<file path="config.mk">
export PLATFORM = sky130hd
export DESIGN_NAME = hash_alu_sequencer
export DESIGN_NICKNAME = d
export VERILOG_FILES = /design/src/rtl/hash_alu_sequencer.sv
export SDC_FILE = /design/constraint.sdc
export NUM_CORES = 1
export LEC_CHECK = 0
export ABC_AREA = 1
export BUFFER_PORTS_ARGS = -buffer_cell sky130_fd_sc_hd__buf_2
export CORE_MARGIN = 1.5
export CORE_UTILIZATION = 53
export DETAILED_ROUTE_END_ITERATION = 8
export MAX_ROUTING_LAYER = met4
export PLACE_DENSITY = 0.85
export REMOVE_ABC_BUFFERS = 1
export SLEW_MARGIN = 20
export SYNTH_ARGS = -nofsm -noshare
export SYNTH_HDL_FRONTEND = slang
export SYNTH_SLANG_ARGS = --single-unit
</file>
<file path="constraint.sdc">
create_clock -name clk -period 3 [get_ports clk]
set_clock_uncertainty 0.15 [all_clocks]
set_input_delay 0.6 -clock clk [delete_from_list [all_inputs] [get_ports clk]]
set_output_delay 0.6 -clock clk [all_outputs]
set_load 0.03 [all_outputs]
</file>
<file path="src/rtl/hash_alu_sequencer.sv">
// Block-hash sequencer: feeds a byte stream through the shared ALU's muladdmod op
// and emits one hash per win_len-byte block, always yielding the ALU to the CPU.
module hash_alu_sequencer #(
    parameter int         CNT_W         = 5,
    parameter logic [3:0] MULADDMOD_CTL = 4'd10
) (
    input  logic             clk,
    input  logic             rst_n,
    input  logic             start,
    input  logic [CNT_W-1:0] win_len,
    input  logic [7:0]       byte_in,
    input  logic             byte_valid,
    input  logic             byte_last,
    output logic             byte_ready,
    input  logic             cpu_alu_req,
    output logic             alu_own,
    output logic [31:0]      alu_a,
    output logic [31:0]      alu_b,
    output logic [3:0]       aluctl_seq,
    input  logic [31:0]      alu_result,
    output logic [31:0]      hash_out,
    output logic             hash_valid,
    output logic             busy,
    output logic             done
);

    typedef enum logic [2:0] {IDLE, WAIT_BYTE, ISSUE, EMIT, FINISH} state_t;

    state_t           state;
    logic [CNT_W-1:0] win_len_q;
    logic [CNT_W-1:0] cnt;
    logic [CNT_W-1:0] cnt_inc;
    logic [31:0]      acc;
    logic [7:0]       byte_q;
    logic             last_q;

    assign cnt_inc = cnt + 1'b1;

    always_ff @(posedge clk or negedge rst_n) begin
        if (!rst_n) begin
            state     <= IDLE;
            win_len_q <= '0;
            cnt       <= '0;
            acc       <= '0;
            byte_q    <= '0;
            last_q    <= 1'b0;
            hash_out  <= '0;
        end else begin
            case (state)
                IDLE: begin
                    if (start) begin
                        if (win_len != '0) begin
                            win_len_q <= win_len;
                            acc       <= '0;
                            cnt       <= '0;
                            state     <= WAIT_BYTE;
                        end else begin
                            state <= FINISH;
                        end
                    end
                end
                WAIT_BYTE: begin
                    if (byte_valid) begin
                        byte_q <= byte_in;
                        last_q <= byte_last;
                        state  <= ISSUE;
                    end
                end
                ISSUE: begin
                    // CPU request stalls here indefinitely; accumulator holds.
                    if (!cpu_alu_req) begin
                        acc <= alu_result;
                        cnt <= cnt_inc;
                        if (cnt_inc == win_len_q || last_q) begin
                            hash_out <= alu_result;
                            state    <= EMIT;
                        end else begin
                            state <= WAIT_BYTE;
                        end
                    end
                end
                EMIT: begin
                    acc   <= '0;
                    cnt   <= '0;
                    state <= last_q ? FINISH : WAIT_BYTE;
                end
                FINISH:  state <= IDLE;
                default: state <= IDLE;
            endcase
        end
    end

    assign byte_ready = (state == WAIT_BYTE);
    assign hash_valid = (state == EMIT);
    assign done       = (state == FINISH);
    assign busy       = (state != IDLE);

    // Operands are zeroed whenever the CPU owns the ALU so the mux stays clean.
    assign alu_own    = (state == ISSUE) && !cpu_alu_req;
    assign alu_a      = alu_own ? acc : 32'd0;
    assign alu_b      = alu_own ? {24'd0, byte_q} : 32'd0;
    assign aluctl_seq = alu_own ? MULADDMOD_CTL : 4'd0;

endmodule

</file>
==> impl_table.tex <==
\begin{tabular}{lr}
\hline
Metric & Value \\
\hline
\multicolumn{2}{l}{\textbf{Place}} \\
\quad Post-placement setup slack & 520 ps \\
\quad Number of cells in the design after placement & 702 \\
\quad Routability congestion estimate & 0.847 \\
\quad Placed wire-length estimate & approximately 6400 um \\
\quad Port Buf Inserts & 129 \\
\quad DP Area & 0.00477 mm\^{}2 \\
\multicolumn{2}{l}{\textbf{GRT}} \\
\quad Antenna violations before repair & 0 \\
\quad Vias in the first global route & approximately 3.3k \\
\quad Overall fraction of global-route tracks in use & 24.2\% \\
\quad Largest net degree at the start of global routing & 87 \\
\quad First-pass GRT wire length & 15800 um \\
\quad Overflow after GRT & 0 \\
\multicolumn{2}{l}{\textbf{STA}} \\
\quad Worst slew slack as a fraction of its limit & 44.1\% \\
\quad Worst-case setup margin in the final layout & 237 ps \\
\quad Worst-case hold slack & 123 ps \\
\quad RSZ-0062 raised after global routing & no \\
\quad Fraction of the cycle the final worst path needs & 92.1\% \\
\quad Transition time at the pin with the least slew margin & 837 ps \\
\quad Fmax & 0.362 GHz \\
\quad Final Hold Viols & 0 \\
\quad Number of endpoints failing setup at the final stage & 0 \\
\quad Pins Over Slew Limit & 0 \\
\quad Final critical path time including I/O delays and setup & 2760 ps \\
\multicolumn{2}{l}{\textbf{Worst setup path}} \\
\quad Endpoint required time on the critical path & 2250 ps \\
\quad Crit path kind & register to output port \\
\quad Start of the worst register-to-register path & cnt[0] \\
\quad Endpoint arrival time on the critical path & between 2000 and 2500 ps \\
\quad Critical Path Source & state[2] \\
\quad Nature of the critical path startpoint & register \\
\quad Reg2reg path depth & 14 \\
\quad Minimum setup slack among reg-to-reg paths & 620 ps \\
\quad Kind of end point of the critical path & output port \\
\quad Critical path fanouts, max & between 40 and 50 \\
\quad Capturing instance or port of the critical path & alu\_a[7] \\
\quad Critical register-to-register path endpoint & hash\_out[22] \\
\multicolumn{2}{l}{\textbf{Die}} \\
\quad Core box area & 0.00769 mm\^{}2 \\
\quad Number of rows created at floorplan & 32 \\
\quad I/O pin count & 156 \\
\quad Area of the die & around 0.0084 mm\^{}2 \\
\quad Die width & 91.9 um \\
\quad Height of the chip & 91.9 um \\
\quad Effective utilization at floorplan & 54.4\% \\
\multicolumn{2}{l}{\textbf{Power and ir drop}} \\
\quad Clock power share & 17.3\% \\
\quad IR drop worst, VDD & 1070 uV \\
\quad Switching power share of the total & 46.1\% \\
\quad Net load switching power & about 2.3 mW \\
\quad Post-layout total power & 5.00 mW \\
\quad Portion of total power attributed to combinational logic & 46.4\% \\
\quad Internal Pwr Total & 2.69 mW \\
\quad Lkg Pwr & 2.73 nW \\
\quad Power per Cell Area & about 1000 mW/mm\^{}2 \\
\quad Sequential cell fraction of total power & roughly 36\% \\
\multicolumn{2}{l}{\textbf{Synthesis}} \\
\quad Part of the Yosys area used for sequential elements & 51.4\% \\
\quad Total number of yosys warnings & 0 \\
\quad Post-synthesis sequential element count & 86 \\
\quad Post-synth cell types & 29 \\
\quad Cell area after synthesis & 0.00418 mm\^{}2 \\
\quad Gate Count Post-Synth & 491 \\
\quad Mean post-synth cell area & 8.52 um\^{}2 \\
\multicolumn{2}{l}{\textbf{Layout}} \\
\quad Area Overhead vs Synth & 19.0\% \\
\quad Layout cell share with drive strength beyond 1 & a little under a third \\
\quad Number of cells in the finished layout apart from fillers & 717 \\
\quad Nets & 663 \\
\quad Leading cell type in the layout, fill and taps excluded & sky130\_fd\_sc\_hd\_\_buf\_2 \\
\quad Ant diodes & 0 \\
\quad Cell area after layout & 0.00498 mm\^{}2 \\
\quad Highest-count cells in the layout ignoring fill and taps & sky130\_fd\_sc\_hd\_\_buf\_2 (128), sky130\_fd\_sc\_hd\_\_nand2\_1 (126), sky130\_fd\_sc\_hd\_\_dfrtp\_1 (86), sky130\_fd\_sc\_hd\_\_inv\_1 (60), sky130\_fd\_sc\_hd\_\_nor2\_1 (57) \\
\multicolumn{2}{l}{\textbf{CTS}} \\
\quad Post-cts repair resize count & 0 \\
\quad Count of hold-fix buffers inserted at cts & 0 \\
\quad Clock tree root driver cell & sky130\_fd\_sc\_hd\_\_clkbuf\_8 \\
\quad Maximum root-to-sink buffer count & 2 \\
\quad Number of buffers inserted by post-CTS setup repair & 0 \\
\quad Reg clk slew, reported paths & 90 ps \\
\quad Worst-Skew Late Latency & 340 ps \\
\quad TritonCTS clock tree & built \\
\quad Num CTS Buffers & 9 \\
\quad Clock net sink count & 86 \\
\quad CTS H-tree depth & 3 \\
\multicolumn{2}{l}{\textbf{Detailed routing}} \\
\quad Count of vias placed by the detailed router & 3645 \\
\quad Final wirelength & 9540 um \\
\quad Vias per Instance & 5.08 \\
\quad Antenna violation net count after detailed routing & 0 \\
\quad DRC marker count from the first detailed-route iteration & 272 \\
\quad Count of unresolved DRC violations after routing & 0 \\
\quad 1st-pass router iterations & 5 \\
\quad DR WL/cell & 13.3 um \\
\multicolumn{2}{l}{\textbf{Status}} \\
\quad Status & complete, no violations \\
\multicolumn{2}{l}{\textbf{Min path}} \\
\quad Worst hold-check path type & input port to asynchronous set/reset pin \\
\multicolumn{2}{l}{\textbf{Flow run}} \\
\quad Max-cap viol count & 0 \\
\hline
\end{tabular}
-- cell type report --
cell class              instances  area, um^2
fillers                       649        2710
flip-flops and latches         86        2150
multi-input cells             317        1560
repair buffers                135         697
inverters                      62         235
clock buffers                  11         131
well taps                     102         128
clock inverters                 4        72.6
-- through the flow --
stage	setup TNS [ps]	utilization [%]
6_report	0	64.7
5_1_grt	0	64.7
4_1_cts	0	64.7
3_5_place_dp	0	62.0
3_3_place_gp	0	62.0
2_1_floorplan	-41290	-
-- state kept, by name, indices dropped and copies added, names as in the netlist --
register   cells
acc           32
hash_out      32
byte_q         8
cnt            5
win_len_q      5
state          3
last_q         1
-- metal layers --
layer	GRT usage [%]	vias up	part of all wire (%)
li1	-	1733	-
met1	32.1	1729	43
met2	38.3	169	48
met3	3.57	14	7.0
met4	8.46	0	1.7
met5	-	-	0
-- critical path, stage by stage, from the launching register on --
cell	delay, ps
sky130_fd_sc_hd__dfrtp_1	460
sky130_fd_sc_hd__nor2_2	230
sky130_fd_sc_hd__nand2_4	100
sky130_fd_sc_hd__nor2_4	100
sky130_fd_sc_hd__inv_2	310
sky130_fd_sc_hd__nor2_1	240
sky130_fd_sc_hd__buf_2	230
-- power by group through the flow --
stage / clock [mW] / sequential [mW] / combinational [mW]
2_1_floorplan: 0 / 2.18 / 1.27
3_3_place_gp: 0 / 1.81 / 2.26
3_5_place_dp: 0 / 1.84 / 2.32
4_1_cts: 0.879 / 1.81 / 2.33
5_1_grt: 0.928 / 1.86 / 2.54
6_report: 0.863 / 1.82 / 2.32
-- worst min path at each step --
stage	to	slack, ps	cells past startpoint
5_1_grt	hash_out[12]	200	1
3_5_place_dp	hash_out[4]	300	2
4_1_cts	acc[15]	310	3
6_report	hash_out[12]	120	1
3_3_place_gp	hash_out[26]	300	2
2_1_floorplan	acc[0]	150	0
-- synthesized netlist by cell type --
| master | n | area share (%) |
|---|---|---|
| sky130_fd_sc_hd__o21ai_4 | 1 | 0.39 |
| sky130_fd_sc_hd__inv_4 | 1 | 0.15 |
| sky130_fd_sc_hd__buf_6 | 3 | 0.81 |
| sky130_fd_sc_hd__a21oi_1 | 11 | 1.3 |
| sky130_fd_sc_hd__buf_2 | 3 | 0.36 |
| sky130_fd_sc_hd__a211oi_1 | 1 | 0.18 |
| sky130_fd_sc_hd__dfrtp_1 | 86 | 51 |
| sky130_fd_sc_hd__nor3_1 | 4 | 0.48 |
| sky130_fd_sc_hd__nand3_1 | 7 | 0.84 |
| sky130_fd_sc_hd__nand2_4 | 2 | 0.54 |
| sky130_fd_sc_hd__o21ai_1 | 1 | 0.12 |
| sky130_fd_sc_hd__o21ai_2 | 27 | 5.7 |
| sky130_fd_sc_hd__conb_1 | 1 | 0.090 |
| sky130_fd_sc_hd__o21a_1 | 1 | 0.18 |
| sky130_fd_sc_hd__o21ai_0 | 9 | 1.1 |
| sky130_fd_sc_hd__clkbuf_1 | 14 | 1.3 |
| sky130_fd_sc_hd__mux2_2 | 1 | 0.27 |
| sky130_fd_sc_hd__inv_2 | 1 | 0.090 |
| sky130_fd_sc_hd__nor2_2 | 2 | 0.30 |
| sky130_fd_sc_hd__nand4_1 | 34 | 5.1 |
| sky130_fd_sc_hd__ha_1 | 1 | 0.30 |
| sky130_fd_sc_hd__nor4_4 | 1 | 0.51 |
| sky130_fd_sc_hd__o22ai_2 | 3 | 0.90 |
| sky130_fd_sc_hd__nand2_1 | 126 | 11 |
| sky130_fd_sc_hd__buf_4 | 31 | 5.6 |
| sky130_fd_sc_hd__nor2_1 | 57 | 5.1 |
| sky130_fd_sc_hd__inv_1 | 60 | 5.4 |
| sky130_fd_sc_hd__o22ai_1 | 1 | 0.15 |
| sky130_fd_sc_hd__nand3b_1 | 1 | 0.18 |
-- logic make-up (layout without fill, tap and decap cells) --
group	after synthesis	count (layout)	share of synthesized area, %
compound gates	55	55	9.96
flops	86	86	51.4
fa+ha+maj	1	1	0.299
other cells	1	26	0.0896
mux	1	1	0.269
simple gates	234	234	24.3
buf+inv	113	212	13.6
Power figures use the tool's default switching activity.
